### src/rtl/rc4_decrypt_check.sv
// RC4 PRGA keystream stage: decrypts the message ROM with the permuted S array
// held in working RAM and accepts the key only if every plaintext byte is a space or lowercase letter.
module rc4_decrypt_check #(
    parameter int MSG_LEN = 32,
    parameter int M_AW    = 5
) (
    input  logic            i_clk,
    input  logic            i_reset_n,
    input  logic            i_start,
    input  logic            i_abort,
    output logic [7:0]      o_s_addr,
    output logic [7:0]      o_s_wdata,
    output logic            o_s_wren,
    input  logic [7:0]      i_s_rdata,
    output logic [M_AW-1:0] o_m_addr,
    input  logic [7:0]      i_m_rdata,
    output logic [M_AW-1:0] o_d_addr,
    output logic [7:0]      o_d_wdata,
    output logic            o_d_wren,
    output logic            o_busy,
    output logic            o_done,
    output logic            o_valid,
    output logic [M_AW-1:0] o_fail_idx
);

    typedef enum logic [2:0] {
        ST_IDLE  = 3'd0,
        ST_RD_I  = 3'd1,
        ST_RD_J  = 3'd2,
        ST_WR_I  = 3'd3,
        ST_WR_J  = 3'd4,
        ST_RD_F  = 3'd5,
        ST_CHECK = 3'd6,
        ST_FIN   = 3'd7
    } state_t;

    localparam logic [M_AW-1:0] LAST_K = M_AW'(MSG_LEN - 1);

    function automatic logic char_ok(input logic [7:0] p);
        return (p == 8'h20) || ((p >= 8'h61) && (p <= 8'h7A));
    endfunction

    state_t          r_state;
    state_t          w_next;
    logic [7:0]      r_i;
    logic [7:0]      r_j;
    logic [7:0]      r_si;
    logic [7:0]      r_sj;
    logic [7:0]      r_enc;
    logic [M_AW-1:0] r_k;
    logic            r_valid;
    logic [M_AW-1:0] r_fail_idx;
    logic [7:0]      w_p;
    logic            w_pass;
    logic            w_last;
    logic            w_run_abort;

    assign w_p         = i_s_rdata ^ r_enc;
    assign w_pass      = char_ok(w_p);
    assign w_last      = (r_k == LAST_K);
    assign w_run_abort = i_abort && (r_state != ST_IDLE) && (r_state != ST_FIN);

    // Next-state selection; abort wins over start in IDLE and kills any active byte
    always_comb begin
        w_next = r_state;
        case (r_state)
            ST_IDLE: begin
                if (!i_abort && i_start) begin
                    w_next = ST_RD_I;
                end else begin
                    w_next = ST_IDLE;
                end
            end
            ST_RD_I:  w_next = i_abort ? ST_IDLE : ST_RD_J;
            ST_RD_J:  w_next = i_abort ? ST_IDLE : ST_WR_I;
            ST_WR_I:  w_next = i_abort ? ST_IDLE : ST_WR_J;
            ST_WR_J:  w_next = i_abort ? ST_IDLE : ST_RD_F;
            ST_RD_F:  w_next = i_abort ? ST_IDLE : ST_CHECK;
            ST_CHECK: begin
                if (i_abort) begin
                    w_next = ST_IDLE;
                end else if (w_pass && !w_last) begin
                    w_next = ST_RD_I;
                end else begin
                    w_next = ST_FIN;
                end
            end
            ST_FIN:   w_next = ST_IDLE;
            default:  w_next = ST_IDLE;
        endcase
    end

    // State register plus the PRGA index/swap datapath registers
    always_ff @(posedge i_clk) begin
        if (!i_reset_n) begin
            r_state    <= ST_IDLE;
            r_i        <= 8'h00;
            r_j        <= 8'h00;
            r_si       <= 8'h00;
            r_sj       <= 8'h00;
            r_enc      <= 8'h00;
            r_k        <= '0;
            r_valid    <= 1'b0;
            r_fail_idx <= '0;
        end else begin
            r_state <= w_next;
            if (w_run_abort) begin
                r_valid <= 1'b0;
            end else begin
                case (r_state)
                    ST_IDLE: begin
                        if (!i_abort && i_start) begin
                            r_i     <= 8'h00;
                            r_j     <= 8'h00;
                            r_k     <= '0;
                            r_valid <= 1'b0;
                        end
                    end
                    ST_RD_I: r_i <= r_i + 8'd1;
                    ST_RD_J: begin
                        r_si  <= i_s_rdata;
                        r_enc <= i_m_rdata;
                        r_j   <= r_j + i_s_rdata;
                    end
                    ST_WR_I: r_sj <= i_s_rdata;
                    ST_CHECK: begin
                        if (!w_pass) begin
                            r_fail_idx <= r_k;
                        end else if (w_last) begin
                            r_valid <= 1'b1;
                        end else begin
                            r_k <= r_k + {{(M_AW-1){1'b0}}, 1'b1};
                        end
                    end
                    default: ;
                endcase
            end
        end
    end

    // Memory strobes are Moore decodes of the state; abort masks writes in the same cycle
    always_comb begin
        o_s_addr  = 8'h00;
        o_s_wdata = 8'h00;
        o_s_wren  = 1'b0;
        o_d_wdata = 8'h00;
        o_d_wren  = 1'b0;
        case (r_state)
            ST_RD_I: o_s_addr = r_i + 8'd1;
            ST_RD_J: o_s_addr = r_j + i_s_rdata;
            ST_WR_I: begin
                o_s_addr  = r_i;
                o_s_wdata = i_s_rdata;
                o_s_wren  = !i_abort;
            end
            ST_WR_J: begin
                o_s_addr  = r_j;
                o_s_wdata = r_si;
                o_s_wren  = !i_abort;
            end
            ST_RD_F: o_s_addr = r_si + r_sj;
            ST_CHECK: begin
                if (w_pass && !i_abort) begin
                    o_d_wdata = w_p;
                    o_d_wren  = 1'b1;
                end else begin
                    o_d_wdata = 8'h00;
                    o_d_wren  = 1'b0;
                end
            end
            default: ;
        endcase
    end

    assign o_m_addr   = r_k;
    assign o_d_addr   = r_k;
    assign o_busy     = (r_state != ST_IDLE);
    assign o_done     = (r_state == ST_FIN);
    assign o_valid    = r_valid;
    assign o_fail_idx = r_fail_idx;

endmodule

### config.mk
export PLATFORM = sky130hd
export DESIGN_NAME = rc4_decrypt_check
export DESIGN_NICKNAME = d
export VERILOG_FILES = /design/src/rtl/rc4_decrypt_check.sv
export SDC_FILE = /design/constraint.sdc
export NUM_CORES = 1
export LEC_CHECK = 0
export ABC_AREA = 1
export CAP_MARGIN = 0
export CORE_ASPECT_RATIO = 0.6
export CORE_MARGIN = 5
export CORE_UTILIZATION = 40
export CTS_CLUSTER_SIZE = 10
export DETAILED_ROUTE_END_ITERATION = 10
export PLACE_DENSITY = 0.67
export SYNTH_ARGS = -nofsm -noshare
export SYNTH_HDL_FRONTEND = slang
export SYNTH_SLANG_ARGS = --single-unit
### constraint.sdc
create_clock -name i_clk -period 3.3 [get_ports i_clk]
set_input_delay 0.495 -clock i_clk [delete_from_list [all_inputs] [get_ports i_clk]]
set_output_delay 0.495 -clock i_clk [all_outputs]
set_load 0.03 [all_outputs]
# Word-level counts from Yosys, hierarchy flattened
# Index checks and enable logic that the tools add are counted.
# classes
n_shift	0
bitwise	4
div_mod_pow	0
reduce_logical	23
muxes	27
n_mul	0
add_sub_neg	4
n_eq_ne	14
magnitude_cmp	2
# op_table
op	n
$pmux 8 s2	3
$pmux 8 s5	1
$mux 8	3
$pmux 3 s8	1
$add 8x8->8	2
$mux 3	5
$mux 5	3
$eq 3x3->1 const B	4
$pmux 5 s2	1
$reduce_and 3->1	3
$add 8x1->8 const B	1
$eq 8x6->1 const B	1
$ge 8x7->1 const B	1
$le 8x7->1 const B	1
$ne 2x2->1 const B	4
$xor 8x8->8	1
$mux 1	7
$eq 3x2->1 const B	2
$logic_and 1x1->1	6
$reduce_bool 2->1	3
$add 5x1->5 const B	1
$eq 5x5->1 const B	1
$reduce_and 5->1	1
$mux 2	2
other kinds (11)	16
# totals
rom_bits	0
latch_bits	0
ff_bits	54
word_cells	83
mem_bits_rw	0
output_inout_bits	44
inputBits	20
n_memories	0

# Depth between registers and ports, before layout
# logic_depth
ltp_word	8
depth_mapped	15
depth_no_buf	15

# Least setup slack after synthesis
# No wires, ideal clock.
# synth_path
path_kind	input to output
startpoint	in i_s_rdata[4]
endpoint	out o_d_wdata[0]
path_slack_ps	506
required_ps	2805
n_path_buf	0
stages	11
arrival_time_ps	2299
cell_sequence	inv_1 nand2_1 nand2_1 inv_1 a21boi_0 nand2_1 nand2_1 nand2_2 nor2_1 inv_1 a21oi_1
# synth_via
elab_chain_len	7
elab_cells_between_ends	9
classes_between	order compare: 2; eq/ne: 1; mux: 2; bitwise: 1; reduce/logical: 3
# synth_lines
item	line_no	rtl
start, declared	14	input logic [7:0] i_s_rdata,
$xor 8x8->8 (*)	58	assign w_p = i_s_rdata ^ r_enc;
$ge 8x7->1 / $le 8x7->1 (equally long branches)	40	return (p == 8'h20) || ((p >= 8'h61) && (p <= 8'h7A));
$logic_and 1x1->1	40	
$logic_or 1x1->1 (*)	40	
$logic_and 1x1->1 (*)	163	if (w_pass && !i_abort) begin
$mux 8 (*)	163	
$mux 8 (*)	148	case (r_state)
end, declared	18	output logic [7:0] o_d_wdata,
# Mark *: on every way between the ends. The rest lies on a longest branch, timed or not.

# Worst setup path in the final report
# layout_path
startpoint	in i_s_rdata[1]
endpoint	out o_s_addr[5]
# layout_via
elab_chain_len	2
# layout_lines
item	line_no	rtl
$add 8x8->8	150	ST_RD_J: o_s_addr = r_j + i_s_rdata;
$pmux 8 s5	148	
end, declared	11	output logic [7:0] o_s_addr,
# No other way between the ends.

==> reports/summary.log <==
INFO  placed_design  gp_congestion=0.930
INFO  grt            grt_pass1_vias=3,354
INFO  layout         seqCellArea=0.00108mm^2
INFO  clock_network  clock_path_buffers=2
INFO  critical_path  timing.critical_path.from_type=primary input
INFO  sta            relSlewSlack=0.406
INFO  sta            least_setup_slack_across_all_paths_after_layout=162ps
INFO  layout         layout.cell_area.non_filler=0.00457mm^2
INFO  sta            maxSlewViolCount=0
INFO  critical_path  crit_type=in2out
INFO  clock_network  cts_made_buffers=5
INFO  sta            rsz0062_at_grt=false
INFO  floorplanning  placementRows=26
INFO  grt            antenna_found_initial=0
INFO  grt            grt_start_max_net_pins=32
INFO  sta            skew=9.65ps
INFO  layout         post_route_cells_drive_above_1_share=0.120
INFO  clock_network  cts_max_level=2
INFO  drt            sum_of_routed_wire_length_over_all_layers=10.9mm
INFO  drt            drc=0
INFO  drt            dr.first_iter.drc_count=476
INFO  outcome        outcome=completed
INFO  layout         layout.nets=644
INFO  drt            routedWlPerCell=15.2um
INFO  clock_network  ctsRootBufferMaster=clkbuf_16
INFO  placed_design  post-dp-hpwl=8.40mm
INFO  yosys          synth-seq-cells=54
INFO  critical_path  critical_path.n_buffers_inverters=3
INFO  floorplanning  dieArea=0.0110mm^2
INFO  yosys          synthesis.nets=577
INFO  clock_network  clock_latency=310ps
INFO  floorplanning  core_region_area=0.00862mm^2
INFO  floorplanning  dieWidth=132um
INFO  sta            timing_worst_slew_pin_value=890ps
INFO  sta            final-setup-viol-count=0
INFO  critical_path  critical_path_slowest_stage_cell=clkdlybuf4s50_1
INFO  yosys          synth_seq_area_share=0.301
INFO  yosys          netlist_area=0.00359mm^2
INFO  power_and_ir_drop power_leakage=2.03nW
INFO  floorplanning  chipHeight=83.4um
INFO  clock_network  cts.sinks=54
INFO  critical_path  cp_top_family=buffers and inverters
INFO  placed_design  placement.io_buffers=62
INFO  sta            fin_crit_period=3140ps
INFO  critical_path  cp-end-kind=primary output
INFO  power_and_ir_drop worst_ir_drop_vdd=0.310mV
INFO  critical_path  required_worst_endpoint=2800ps
INFO  drt            dr.pass1.iters=6
INFO  critical_path  crit_path_max_incr_delay=480ps
INFO  yosys          synthesis.instances=534
INFO  power_and_ir_drop totalPowerFinal=1.67mW
INFO  sta            max_freq=319MHz
INFO  floorplanning  start_util=0.417
INFO  layout         area_delta_synth_final=27.1%
INFO  critical_path  worst-endpoint-arrival=2640ps
INFO  drt            avgViaCountPerCell=5.27
INFO  job            maxCapViolCount=0
INFO  yosys          ys_warn_count=0
INFO  floorplanning  floorplan.io_pins=64
INFO  grt            grt_remaining_overflow=0
INFO  power_and_ir_drop power_density=365mW/mm^2
INFO  layout         num_antenna_cells=0
INFO  yosys          syn_area_per_cell=6.73um^2
INFO  sta            timing.final.crit_share=0.951
INFO  critical_path  path_max_fanout=4
INFO  drt            route.antenna.remaining_nets=0
INFO  worst_hold_path min-delay-path-class=reg2reg
INFO  placed_design  pre_cts_setup_slack=-233ps
INFO  drt            detailroute.via_count=3,764
INFO  grt            global_route.usage.total=0.193
INFO  clock_network  clk_pin_slew_worst_paths=70ps
INFO  clock_network  tritoncts=done
INFO  grt            first_pass_grt_wire_length=17.5mm
INFO  critical_path  critical_path.cell_chain=clkdlybuf4s50_1 -> ha_1 -> nand3_1 -> nand2_1 -> nand2_1 -> o21ai_0 -> or2_2 -> nand3_1 -> nand4_1 -> nand2_1 -> inv_1 -> dlygate4sd2_1
INFO  layout         filler_cell_count=816
INFO  critical_path  cp_common_cell=nand2_1
INFO  clock_network  postCtsSetupRepairBufs=0
INFO  sta            hold_viol_final=0
INFO  layout         multi_input_area=0.00210mm^2
INFO  yosys          synth_cell_type_count=37
INFO  placed_design  dpl-instance-area=0.00437mm^2
[area by class of cell]
cell class / instances / area share
Inverter: 84 / 0.0696
Sequential cell: 54 / 0.237
Tap cell: 112 / 0.0307
Multi-Input combinational cell: 376 / 0.460
Clock inverter: 3 / 0.00987
Timing Repair Buffer: 80 / 0.166
Clock buffer: 5 / 0.0274
[final timing paths]
check | start | to | slack (ps) | cells past startpoint
worst max register to register | r_state[1] | r_enc[5] | 850 | 7
worst min register to register | o_fail_idx[4] | o_fail_idx[4] | 470 | 2
worst min-delay path | o_fail_idx[4] | o_fail_idx[4] | 470 | 2
worst max-delay path | i_s_rdata[1] | o_s_addr[5] | 160 | 12
[repair_timing]
item                                   in CTS  in global routing
hold buffers                                0                  0
endpoints found under the hold margin       0                  0
setup endpoints to repair                   2                  6
gates resized for setup                     2                 11
[state kept, by name, indices dropped and copies added (netlist names)]
register and flops:
o_d_addr 5, r_j 8, r_state 3, r_i 8, o_valid 1, r_enc 8
r_si 8, r_sj 8, o_fail_idx 5
[metrics by stage]
| stage | hold WS [ps] | utilization | setup TNS (ps) | instances |
|---|---|---|---|---|
| 2_1_floorplan | 443 | - | 0 | 534 |
| 3_3_place_gp | 454 | 0.507 | -357 | 706 |
| 3_5_place_dp | 457 | 0.507 | -417 | 706 |
| 4_1_cts | 467 | 0.526 | 0 | 714 |
| 5_1_grt | 494 | 0.530 | 0 | 714 |
| 6_report | 465 | 0.530 | 0 | 714 |
[logic make-up (layout without fill, tap and decap cells)]
kind of cell,after synthesis,in the layout,share of synthesized area
xor+xnor,6,6,0.0146
buf+inv,104,172,0.121
other cells,1,1,0.00104
compound gates,126,126,0.200
flops,54,54,0.301
simple gates,220,220,0.279
fa+ha+maj,23,23,0.0843
[report_power, final]
part	internal (mW)	switching, mW	leakage [nW]
Clock	0.359	0.265	0.0760
Combinational	0.127	0.201	1.52
Sequential	0.680	0.0343	0.439
[layer usage]
layer	track usage	wire length, um	up-vias
li1	-	-	1889
met1	0.308	5640	1696
met2	0.258	4120	170
met3	0.0386	995	9
met4	0.0416	122	0
met5	0	0	-
[cell usage in the layout (no fill, tap or decap), types with 2 or more instances in the layout]
| cell | n |
|---|---|
| xor2_1 | 4 |
| clkinvlp_4 | 2 |
| dlymetal6s2s_1 | 4 |
| dfxtp_1 | 54 |
| nor2_1 | 42 |
| clkbuf_16 | 5 |
| nor2_4 | 2 |
| inv_2 | 7 |
| a21oi_2 | 2 |
| buf_4 | 27 |
| a211oi_1 | 6 |
| a221oi_1 | 2 |
| inv_1 | 76 |
| a31oi_1 | 2 |
| nand3_2 | 2 |
| buf_12 | 2 |
| nor2_2 | 4 |
| o22ai_1 | 4 |
| nand2_1 | 105 |
| o21ai_0 | 43 |
| or2_2 | 3 |
| a211oi_2 | 4 |
| ha_1 | 19 |
| nand3_1 | 32 |
| a21oi_1 | 57 |
| fa_1 | 2 |
| nor3_4 | 2 |
| o2111ai_1 | 2 |
| xnor2_1 | 2 |
| clkdlybuf4s50_1 | 45 |
| nand4_1 | 13 |
| nor3_1 | 9 |
| nand3b_1 | 2 |
| nand2_2 | 3 |
[Yosys cell counts (all sizes together)]
cell type | instances | area (um^2)
o22ai | 4 | 25.0
inv | 84 | 318
a211oi | 10 | 95.1
xor2 | 4 | 35.0
fa | 2 | 40.0
a31oi | 2 | 12.5
o31ai | 1 | 7.51
o2111ai | 2 | 17.5
xnor2 | 2 | 17.5
o21ai | 44 | 220
ha | 21 | 263
nand2 | 108 | 413
or2 | 3 | 18.8
nand3b | 2 | 15.0
buf | 12 | 86.3
clkbuf | 8 | 30.0
conb | 1 | 3.75
dfxtp | 54 | 1080
nor3 | 12 | 87.6
nor2 | 48 | 205
a221oi | 2 | 17.5
nand3 | 34 | 180
nand4 | 13 | 81.3
a21boi | 2 | 26.3
a21oi | 59 | 295
[worst min-delay path, cell delays in order, from the launching register on]
cell and delay [ps]:
dfxtp_1 310, nand2_1 60, a21oi_1 50
(Power assumes the default switching activity.)
